**config.mk**
```make
export PLATFORM = sky130hd
export DESIGN_NAME = segment7_scan
export DESIGN_NICKNAME = d
export VERILOG_FILES = /design/src/rtl/segment7_scan.sv
export SDC_FILE = /design/constraint.sdc
export NUM_CORES = 1
export LEC_CHECK = 0
export ABC_AREA = 1
export BUFFER_PORTS_ARGS = -buffer_cell sky130_fd_sc_hd__buf_2
export CORE_MARGIN = 3
export CORE_UTILIZATION = 51
export DETAILED_ROUTE_END_ITERATION = 6
export MAX_ROUTING_LAYER = met4
export PLACE_DENSITY = 0.72
export SYNTH_ARGS = -nofsm -noshare
export SYNTH_HDL_FRONTEND = slang
export SYNTH_SLANG_ARGS = --single-unit
```
**constraint.sdc**
```tcl
create_clock -name clk -period 1.7 [get_ports clk]
set_clock_uncertainty 0.1 [all_clocks]
set_input_delay 0.085 -clock clk [delete_from_list [all_inputs] [get_ports clk]]
set_output_delay 0.085 -clock clk [all_outputs]
set_load 0.01 [all_outputs]
```
**src/rtl/segment7_scan.sv**
```systemverilog
// Time-multiplexed common-anode 7-segment driver: shadowed display word, programmable
// refresh rate, hex decode, leading-zero blanking and per-digit blinking.
module segment7_scan #(
    parameter int DIGITS       = 4,
    parameter int REFRESH_DIV  = 50000,
    parameter int HEX_EN       = 1,
    parameter int BLINK_FRAMES = 64
) (
    input  logic                clk,
    input  logic                rst_n,
    input  logic                load,
    input  logic [4*DIGITS-1:0] digits_in,
    input  logic [DIGITS-1:0]   dp_in,
    input  logic                blank_lz,
    input  logic [DIGITS-1:0]   blink_mask,
    output logic [6:0]          seg,
    output logic                dp_n,
    output logic [DIGITS-1:0]   an,
    output logic                frame_tick
);

    localparam int RW = (REFRESH_DIV > 1) ? $clog2(REFRESH_DIV) : 1;
    localparam int IW = (DIGITS > 1) ? $clog2(DIGITS) : 1;
    localparam int FW = (BLINK_FRAMES > 1) ? $clog2(BLINK_FRAMES) : 1;

    logic [4*DIGITS-1:0] sh_dig_reg;
    logic [DIGITS-1:0]   sh_dp_reg;
    logic [RW-1:0]       rcnt_reg, rcnt_next;
    logic [IW-1:0]       idx_reg, idx_next;
    logic [FW-1:0]       fcnt_reg, fcnt_next;
    logic                phase_reg, phase_next;
    logic                frame_tick_reg, frame_tick_next;
    logic [6:0]          seg_reg, seg_next;
    logic                dp_n_reg, dp_n_next;
    logic [DIGITS-1:0]   an_reg, an_next;

    logic                rcnt_tc;
    logic                idx_last;
    logic                fcnt_last;
    logic [3:0]          nib [DIGITS];
    logic [DIGITS:0]     upper_zero;
    logic [DIGITS-1:0]   lz_blank;
    logic [3:0]          cur_nib;

    assign rcnt_tc   = (rcnt_reg == RW'(REFRESH_DIV - 1));
    assign idx_last  = (idx_reg == IW'(DIGITS - 1));
    assign fcnt_last = (fcnt_reg == FW'(BLINK_FRAMES - 1));

    // upper_zero[i]: nibbles DIGITS-1..i are all zero
    assign upper_zero[DIGITS] = 1'b1;

    genvar gi;
    generate
        for (gi = 0; gi < DIGITS; gi++) begin : g_digit
            assign nib[gi]        = sh_dig_reg[4*gi +: 4];
            assign upper_zero[gi] = (nib[gi] == 4'd0) && upper_zero[gi+1];
            if (gi == 0) begin : g_lsd
                assign lz_blank[gi] = 1'b0;
            end else begin : g_upper
                assign lz_blank[gi] = blank_lz && upper_zero[gi];
            end
        end
    endgenerate

    function automatic logic [6:0] decode(input logic [3:0] code);
        logic [6:0] s;
        s = 7'b1111111;
        case (code)
            4'h0: s = 7'b0000001;
            4'h1: s = 7'b1001111;
            4'h2: s = 7'b0010010;
            4'h3: s = 7'b0000110;
            4'h4: s = 7'b1001100;
            4'h5: s = 7'b0100100;
            4'h6: s = 7'b0100000;
            4'h7: s = 7'b0001111;
            4'h8: s = 7'b0000000;
            4'h9: s = 7'b0000100;
            4'hA: s = (HEX_EN != 0) ? 7'b0001000 : 7'b1111111;
            4'hB: s = (HEX_EN != 0) ? 7'b1100000 : 7'b1111111;
            4'hC: s = (HEX_EN != 0) ? 7'b0110001 : 7'b1111111;
            4'hD: s = (HEX_EN != 0) ? 7'b1000010 : 7'b1111111;
            4'hE: s = (HEX_EN != 0) ? 7'b0110000 : 7'b1111111;
            4'hF: s = (HEX_EN != 0) ? 7'b0111000 : 7'b1111111;
            default: s = 7'b1111111;
        endcase
        return s;
    endfunction

    // Scan timing: refresh counter, digit index, frame tick and blink phase.
    // The blink frame counter advances on the same wrap that raises frame_tick.
    always_comb begin
        rcnt_next       = rcnt_reg;
        idx_next        = idx_reg;
        fcnt_next       = fcnt_reg;
        phase_next      = phase_reg;
        frame_tick_next = 1'b0;
        if (rcnt_tc) begin
            rcnt_next = '0;
            if (idx_last) begin
                idx_next        = '0;
                frame_tick_next = 1'b1;
                if (fcnt_last) begin
                    fcnt_next  = '0;
                    phase_next = ~phase_reg;
                end else begin
                    fcnt_next = fcnt_reg + FW'(1);
                end
            end else begin
                idx_next = idx_reg + IW'(1);
            end
        end else begin
            rcnt_next = rcnt_reg + RW'(1);
        end
    end

    // Output decode from the current (pre-edge) index and shadow contents.
    always_comb begin
        cur_nib   = nib[idx_reg];
        seg_next  = decode(cur_nib);
        dp_n_next = ~sh_dp_reg[idx_reg];
        an_next   = ~(DIGITS'(1) << idx_reg);
        if (lz_blank[idx_reg]) begin
            seg_next = 7'b1111111;
        end
        if (blink_mask[idx_reg] && !phase_reg) begin
            seg_next  = 7'b1111111;
            dp_n_next = 1'b1;
        end
    end

    always_ff @(posedge clk) begin
        if (!rst_n) begin
            sh_dig_reg     <= '0;
            sh_dp_reg      <= '0;
            rcnt_reg       <= '0;
            idx_reg        <= '0;
            fcnt_reg       <= '0;
            phase_reg      <= 1'b1;
            frame_tick_reg <= 1'b0;
            seg_reg        <= 7'b1111111;
            dp_n_reg       <= 1'b1;
            an_reg         <= '1;
        end else begin
            if (load) begin
                sh_dig_reg <= digits_in;
                sh_dp_reg  <= dp_in;
            end
            rcnt_reg       <= rcnt_next;
            idx_reg        <= idx_next;
            fcnt_reg       <= fcnt_next;
            phase_reg      <= phase_next;
            frame_tick_reg <= frame_tick_next;
            seg_reg        <= seg_next;
            dp_n_reg       <= dp_n_next;
            an_reg         <= an_next;
        end
    end

    assign seg        = seg_reg;
    assign dp_n       = dp_n_reg;
    assign an         = an_reg;
    assign frame_tick = frame_tick_reg;

endmodule
```
==> results.py, run 1 <==
metrics = {
    "clock_tree": {
        "cts_buffer_depth": 2,
        "clkTransAtPathRegs_ps": 70,
        "worstSkewPairLatency_ps": 340,
        "cts_buffers": 9,
        "clock-sinks": 58,
        "htreeDepth": 3,
        "root_buffer": "clkbuf_8",
        "cts_tree": "yes",
    },
    "placement": {
        "dp_hpwl_mm": 4.40,
        "place_congestion": 0.949,
        "placed_area_um2": 3120,
        "port_buffers": 40,
    },
    "global_routing": {
        "grt_start_max_net_pins": 29,
        "grt_pass1_vias": 2563,
        "grt-ovfl-total": 0,
        "antenna_found_initial": 0,
        "grt_pass1_wl_mm": 11.0,
        "grtUsageTotal": 0.224,
    },
    "die": {
        "rows": 26,
        "die_height_um": 80.3,
        "dieArea_um2": 6450,
        "core_area_um2": 5240,
        "io_pins": 41,
        "die_width_um": 80.3,
        "start_util": 0.538,
    },
    "sta": {
        "slew_headroom": 0.597,
        "finalHoldViolations": 0,
        "maxSlewViolCount": 0,
        "max_freq_mhz": 623,
        "layout_min_cycle_time_ps": 1610,
        "rsz0062_at_grt": "true",
        "hold_slack_ps": 76.2,
        "tns_ps": 0,
        "tightestPinTransition_ps": 604,
        "fin_crit_sh": 0.945,
        "setup_viol": 0,
    },
    "setup_path": {
        "critPathKind": "flip-flop to flip-flop",
        "crit_required_ps": 1820,
        "end_kind": "flip-flop",
        "cp_max_fo": 5,
        "arrival_ps": 1730,
        "startpoint_type": "flip-flop",
    },
    "finish": {
        "final_cell_area_um2": 3590,
        "layout_commonest_cell": "nand2_1",
        "layout.nets": 507,
        "fin_util": 0.686,
        "n_fill_cell": 477,
        "layout-drive-gt1-share": 0.206,
        "area_growth_pct": 27.5,
        "final_cell_mix": "nand2_1, nor2_1, dfxtp_1",
        "multiInputGateArea_um2": 1480,
        "n_antenna_cell": 0,
        "ff_latch_area_um2": 1170,
    },
    "synthesis": {
        "netlist_top_cells_area": "dfxtp_1, nand2_1, nor2_1",
        "syn_area_per_cell_um2": 7.13,
        "yosys_most_used_dff": "dfxtp_1",
        "yosysSeqAreaShare": 0.412,
        "synth_top_area_frac": 0.412,
        "syn-instance-count": 395,
        "synth-edff-count": 0,
        "synth_largest_area_cell": "dfxtp_1",
        "syn-cell-area_um2": 2820,
        "ys_types": 30,
        "synth_fp_nets": 435,
        "synthArstFlopShare": 0,
        "ys_seq_elements": 58,
        "ys_warn_count": 0,
    },
    "power_and_ir_drop": {
        "p_per_area_nw_per_um2": 896,
        "clockPowerShare": 0.461,
        "internal_power_mw": 2.49,
        "swShare": 0.226,
        "ir_drop_v": 0.000570,
        "seqPwrFrac": 0.449,
        "p_sw_uw": 727,
        "p_comb_frac": 0.091,
        "cellLeakagePower_nw": 1.60,
    },
    "drt": {
        "drt_wl_total_mm": 6.31,
        "num_vias": 2680,
        "drt-initial-drc-count": 95,
        "detail_route.vias_per_cell": 4.94,
        "ant_nets": 0,
        "wl_per_cell_um": 11.6,
        "route.detailed.drc": 0,
        "drtPass1Iterations": 5,
    },
    "outcome": {
        "status": "complete, no violations",
    },
    "flow_run": {
        "drv_cap": 0,
    },
    "worst_hold_path": {
        "hold_path_class": "input port to flip-flop",
    },
}
[cells in the mapped netlist, types with 3 or more instances]
cell / n
nand2_1: 91
nor2_1: 66
dfxtp_1: 58
nand3_1: 34
inv_1: 26
o21ai_0: 26
a21oi_1: 22
ha_1: 12
nor3_1: 8
clkbuf_1: 6
inv_2: 6
nand4_1: 6
nand2_2: 5
xor2_1: 5
nand2_4: 3
[through the flow]
step | setup slack, ps | power [mW] | std cells
after floorplan | 8.03 | 1.63 | 395
after global placement | 66.9 | 1.72 | 505
after detailed placement | 8.19 | 1.72 | 505
after CTS | 7.61 | 3.26 | 541
after global routing | -21.5 | 3.38 | 542
final | 93.8 | 3.22 | 542
[worst paths after layout]
path | start | endpoint | slack (ps) | cells past startpoint
worst max register to register | idx_reg[0]$_SDFFE_PN0N_ | seg[6]$_SDFF_PP1_ | 90 | 9
worst min register to register | sh_dp_reg[3]$_SDFFE_PN0P_ | sh_dp_reg[3]$_SDFFE_PN0P_ | 360 | 2
worst min-delay path | rst_n | dp_n$_SDFF_PP1_ | 80 | 4
worst max-delay path | idx_reg[0]$_SDFFE_PN0N_ | seg[6]$_SDFF_PP1_ | 90 | 9
[layout make-up]
cell class                 instances  area share
clock buffer                      12      0.0460
clock inverter                     4      0.0202
inverter                          33      0.0352
multi-input combinational        293       0.413
sequential                        58       0.325
tap                               70      0.0244
timing repair buffer              72       0.137
[logic make-up after synthesis]
logic type	synth area share
AOI/OAI and AO/OA	0.0933
xor gates and xnor gates	0.0155
adders and majority gates	0.0533
buffers and inverters	0.0671
DFF	0.412
and+or+nand+nor	0.359
[power groups by stage]
stage	Clock [mW]	Combinational [mW]	Sequential [mW]
after global routing	1.60	0.333	1.45
after detailed placement	0	0.247	1.48
after CTS	1.52	0.285	1.45
after floorplan	0	0.154	1.48
final	1.48	0.292	1.44
after global placement	0	0.244	1.48
[repair_timing]
| item | in CTS | in global routing |
|---|---|---|
| pin swaps | 0 | 2 |
| endpoints found under the hold margin | 20 | 0 |
| hold buffers | 20 | 0 |
| buffers inserted | 0 | 1 |
| gates resized for setup | 1 | 9 |
| setup endpoints to repair | 2 | 11 |
[critical path, cell delays in order, from the launching register on]
cell     delay [ps]
dfxtp_4         360
buf_4           140
nand2_1          60
nand3_1          80
nand2_1          90
inv_1            70
ha_2            210
or2_1           240
nand3_1          70
nand3_1          70
[metal layers]
metal,track usage,vias up,part of all wire
li1,-,1408,-
met1,0.261,1209,0.46
met2,0.368,49,0.48
met3,0.0594,14,0.035
met4,0.0895,0,0.019
met5,-,-,0
Power figures use the tool's default switching activity.
==> run 2, diff against run 1 <==
Settings changed: CORE_ASPECT_RATIO from default to 0.8.
==> run 2 against run 1 <==
Clock power down 4%; critical path depth up 1; worst setup slack better by 40 ps; combinational power about the same.
==> results.py, run 2 (synthesis gave the netlist of run 1 again) <==
metrics = {
    "outcome": {
        "status": "complete, no violations",
    },
    "die": {
        "dieArea_um2": 6460,
        "die_width_um": 89.1,
        "start_util": 0.544,
        "die_height_um": 72.5,
        "io_pins": 41,
        "rows": 23,
        "core_area_um2": 5180,
    },
    "drt": {
        "detail_route.vias_per_cell": 5.07,
        "route.detailed.drc": 0,
        "wl_per_cell_um": 12.2,
        "num_vias": 2715,
        "drt-initial-drc-count": 187,
        "ant_nets": 0,
        "drtPass1Iterations": 4,
        "drt_wl_total_mm": 6.54,
    },
    "worst_hold_path": {
        "holdCritStartpoint": "rst_n",
        "hold_path_end": "an[0]$_SDFF_PN1_",
        "min_path_cells": 3,
        "hold_path_class": "input port to flip-flop",
    },
    "global_routing": {
        "grt-ovfl-total": 0,
        "grt_pass1_vias": 2437,
        "grtUsageTotal": 0.223,
        "grt_pass1_wl_mm": 10.8,
        "grt_start_max_net_pins": 29,
        "antenna_found_initial": 0,
    },
    "clock_tree": {
        "clock-sinks": 58,
        "post_cts_buffers": 0,
        "clkTransAtPathRegs_ps": 60,
        "htreeDepth": 3,
        "worstSkewPairLatency_ps": 350,
        "cts_buffer_depth": 2,
        "cts_buffers": 9,
        "root_buffer": "clkbuf_8",
        "cts_tree": "yes",
    },
    "sta": {
        "tns_ps": 0,
        "tightestPinTransition_ps": 631,
        "slew_headroom": 0.579,
        "maxSlewViolCount": 0,
        "max_freq_mhz": 638,
        "finalHoldViolations": 0,
        "rsz0062_at_grt": "false",
        "hold_slack_ps": 95.2,
        "layout_min_cycle_time_ps": 1570,
        "fin_ws_ps": 134,
        "setup_viol": 0,
        "fin_crit_sh": 0.921,
    },
    "setup_path": {
        "r2r-start": "idx_reg[0]$_SDFFE_PN0N_",
        "startpoint_type": "flip-flop",
        "critPathLaunch": "idx_reg[0]$_SDFFE_PN0N_",
        "arrival_ps": 1700,
        "critPathKind": "flip-flop to flip-flop",
        "r2r-end": "seg[4]$_SDFF_PP1_",
        "crit_required_ps": 1830,
        "cp_max_fo": 8,
        "ff2ff_path_depth": 10,
        "reg2reg_slack_ps": 130,
        "end_kind": "flip-flop",
    },
    "power_and_ir_drop": {
        "internal_power_mw": 2.41,
        "power_mw": 3.16,
        "p_sw_uw": 749,
        "p_per_area_nw_per_um2": 883,
        "clockPowerShare": 0.449,
        "seqPwrFrac": 0.458,
        "p_comb_frac": 0.093,
        "swShare": 0.237,
        "cellLeakagePower_nw": 1.59,
        "ir_drop_v": 0.000745,
    },
    "finish": {
        "final_cell_mix": "nand2_1, nor2_1, dfxtp_1",
        "n_fill_cell": 447,
        "n_antenna_cell": 0,
        "final_cell_area_um2": 3580,
        "area_growth_pct": 27.1,
        "layout_commonest_cell": "nand2_1",
        "layout-drive-gt1-share": 0.201,
        "layout.nets": 508,
    },
    "flow_run": {
        "drv_cap": 0,
    },
    "placement": {
        "placed_area_um2": 3140,
        "dp_hpwl_mm": 4.44,
        "port_buffers": 40,
        "place_congestion": 0.892,
        "pre_cts_ws_ps": 58.3,
    },
}
[run 2: worst max-delay path, stage by stage, from the launching register on]
cell and delay, ps:
dfxtp_2 360, inv_2 90, buf_4 160, nor2_1 140, nor2_1 50, o21ai_0 90
nand2_2 170, inv_2 150, nand2_1 60, nand2_1 60, nand2_1 40
[run 2: per-layer routing]
metal	part of all wire	track usage
met2	0.44	0.329
met3	0.047	0.0715
met1	0.50	0.295
met4	0.013	0.0612
met5	0	-
[run 2: how the worst max path moves through the flow]
stage                                        end  slack [ps]  cells after the start
after floorplan                seg[6]$_SDFF_PP1_           8                      9
after global routing      phase_reg$_SDFFE_PN1P_          10                     10
final                          seg[4]$_SDFF_PP1_         130                     10
after CTS                      seg[6]$_SDFF_PP1_          40                      8
after detailed placement       seg[6]$_SDFF_PP1_          60                      8
after global placement         seg[3]$_SDFF_PP1_          90                      9
[run 2: power groups by stage]
| stage | Combinational (mW) | Clock (mW) | Sequential [mW] |
|---|---|---|---|
| floorplan | 0.154 | 0 | 1.48 |
| global placement | 0.247 | 0 | 1.48 |
| detailed placement | 0.249 | 0 | 1.48 |
| CTS | 0.287 | 1.44 | 1.45 |
| global route | 0.333 | 1.50 | 1.45 |
| finish | 0.294 | 1.42 | 1.45 |
[run 2: final cells by class]
type                    count  area [um^2]  share of cell area
multi-input cells         293         1480               0.414
repair buffers             73          510               0.143
clock buffers              11          141              0.0395
flip-flops and latches     58         1160               0.325
clock inverters             5         77.6              0.0217
inverters                  33          126              0.0353
well taps                  62         77.6              0.0217
[run 2: metrics by stage]
step,instances,utilization
after CTS,535,0.687
after floorplan,395,-
after global routing,535,0.691
after detailed placement,499,0.607
after global placement,499,0.607
final,535,0.691
[run 2: timing repair]
| item | CTS | global route |
|---|---|---|
| hold buffers | 20 | 0 |
| endpoints found under the setup margin | 0 | 16 |
| gates resized for setup | 0 | 7 |
| hold endpoints to repair | 20 | 0 |
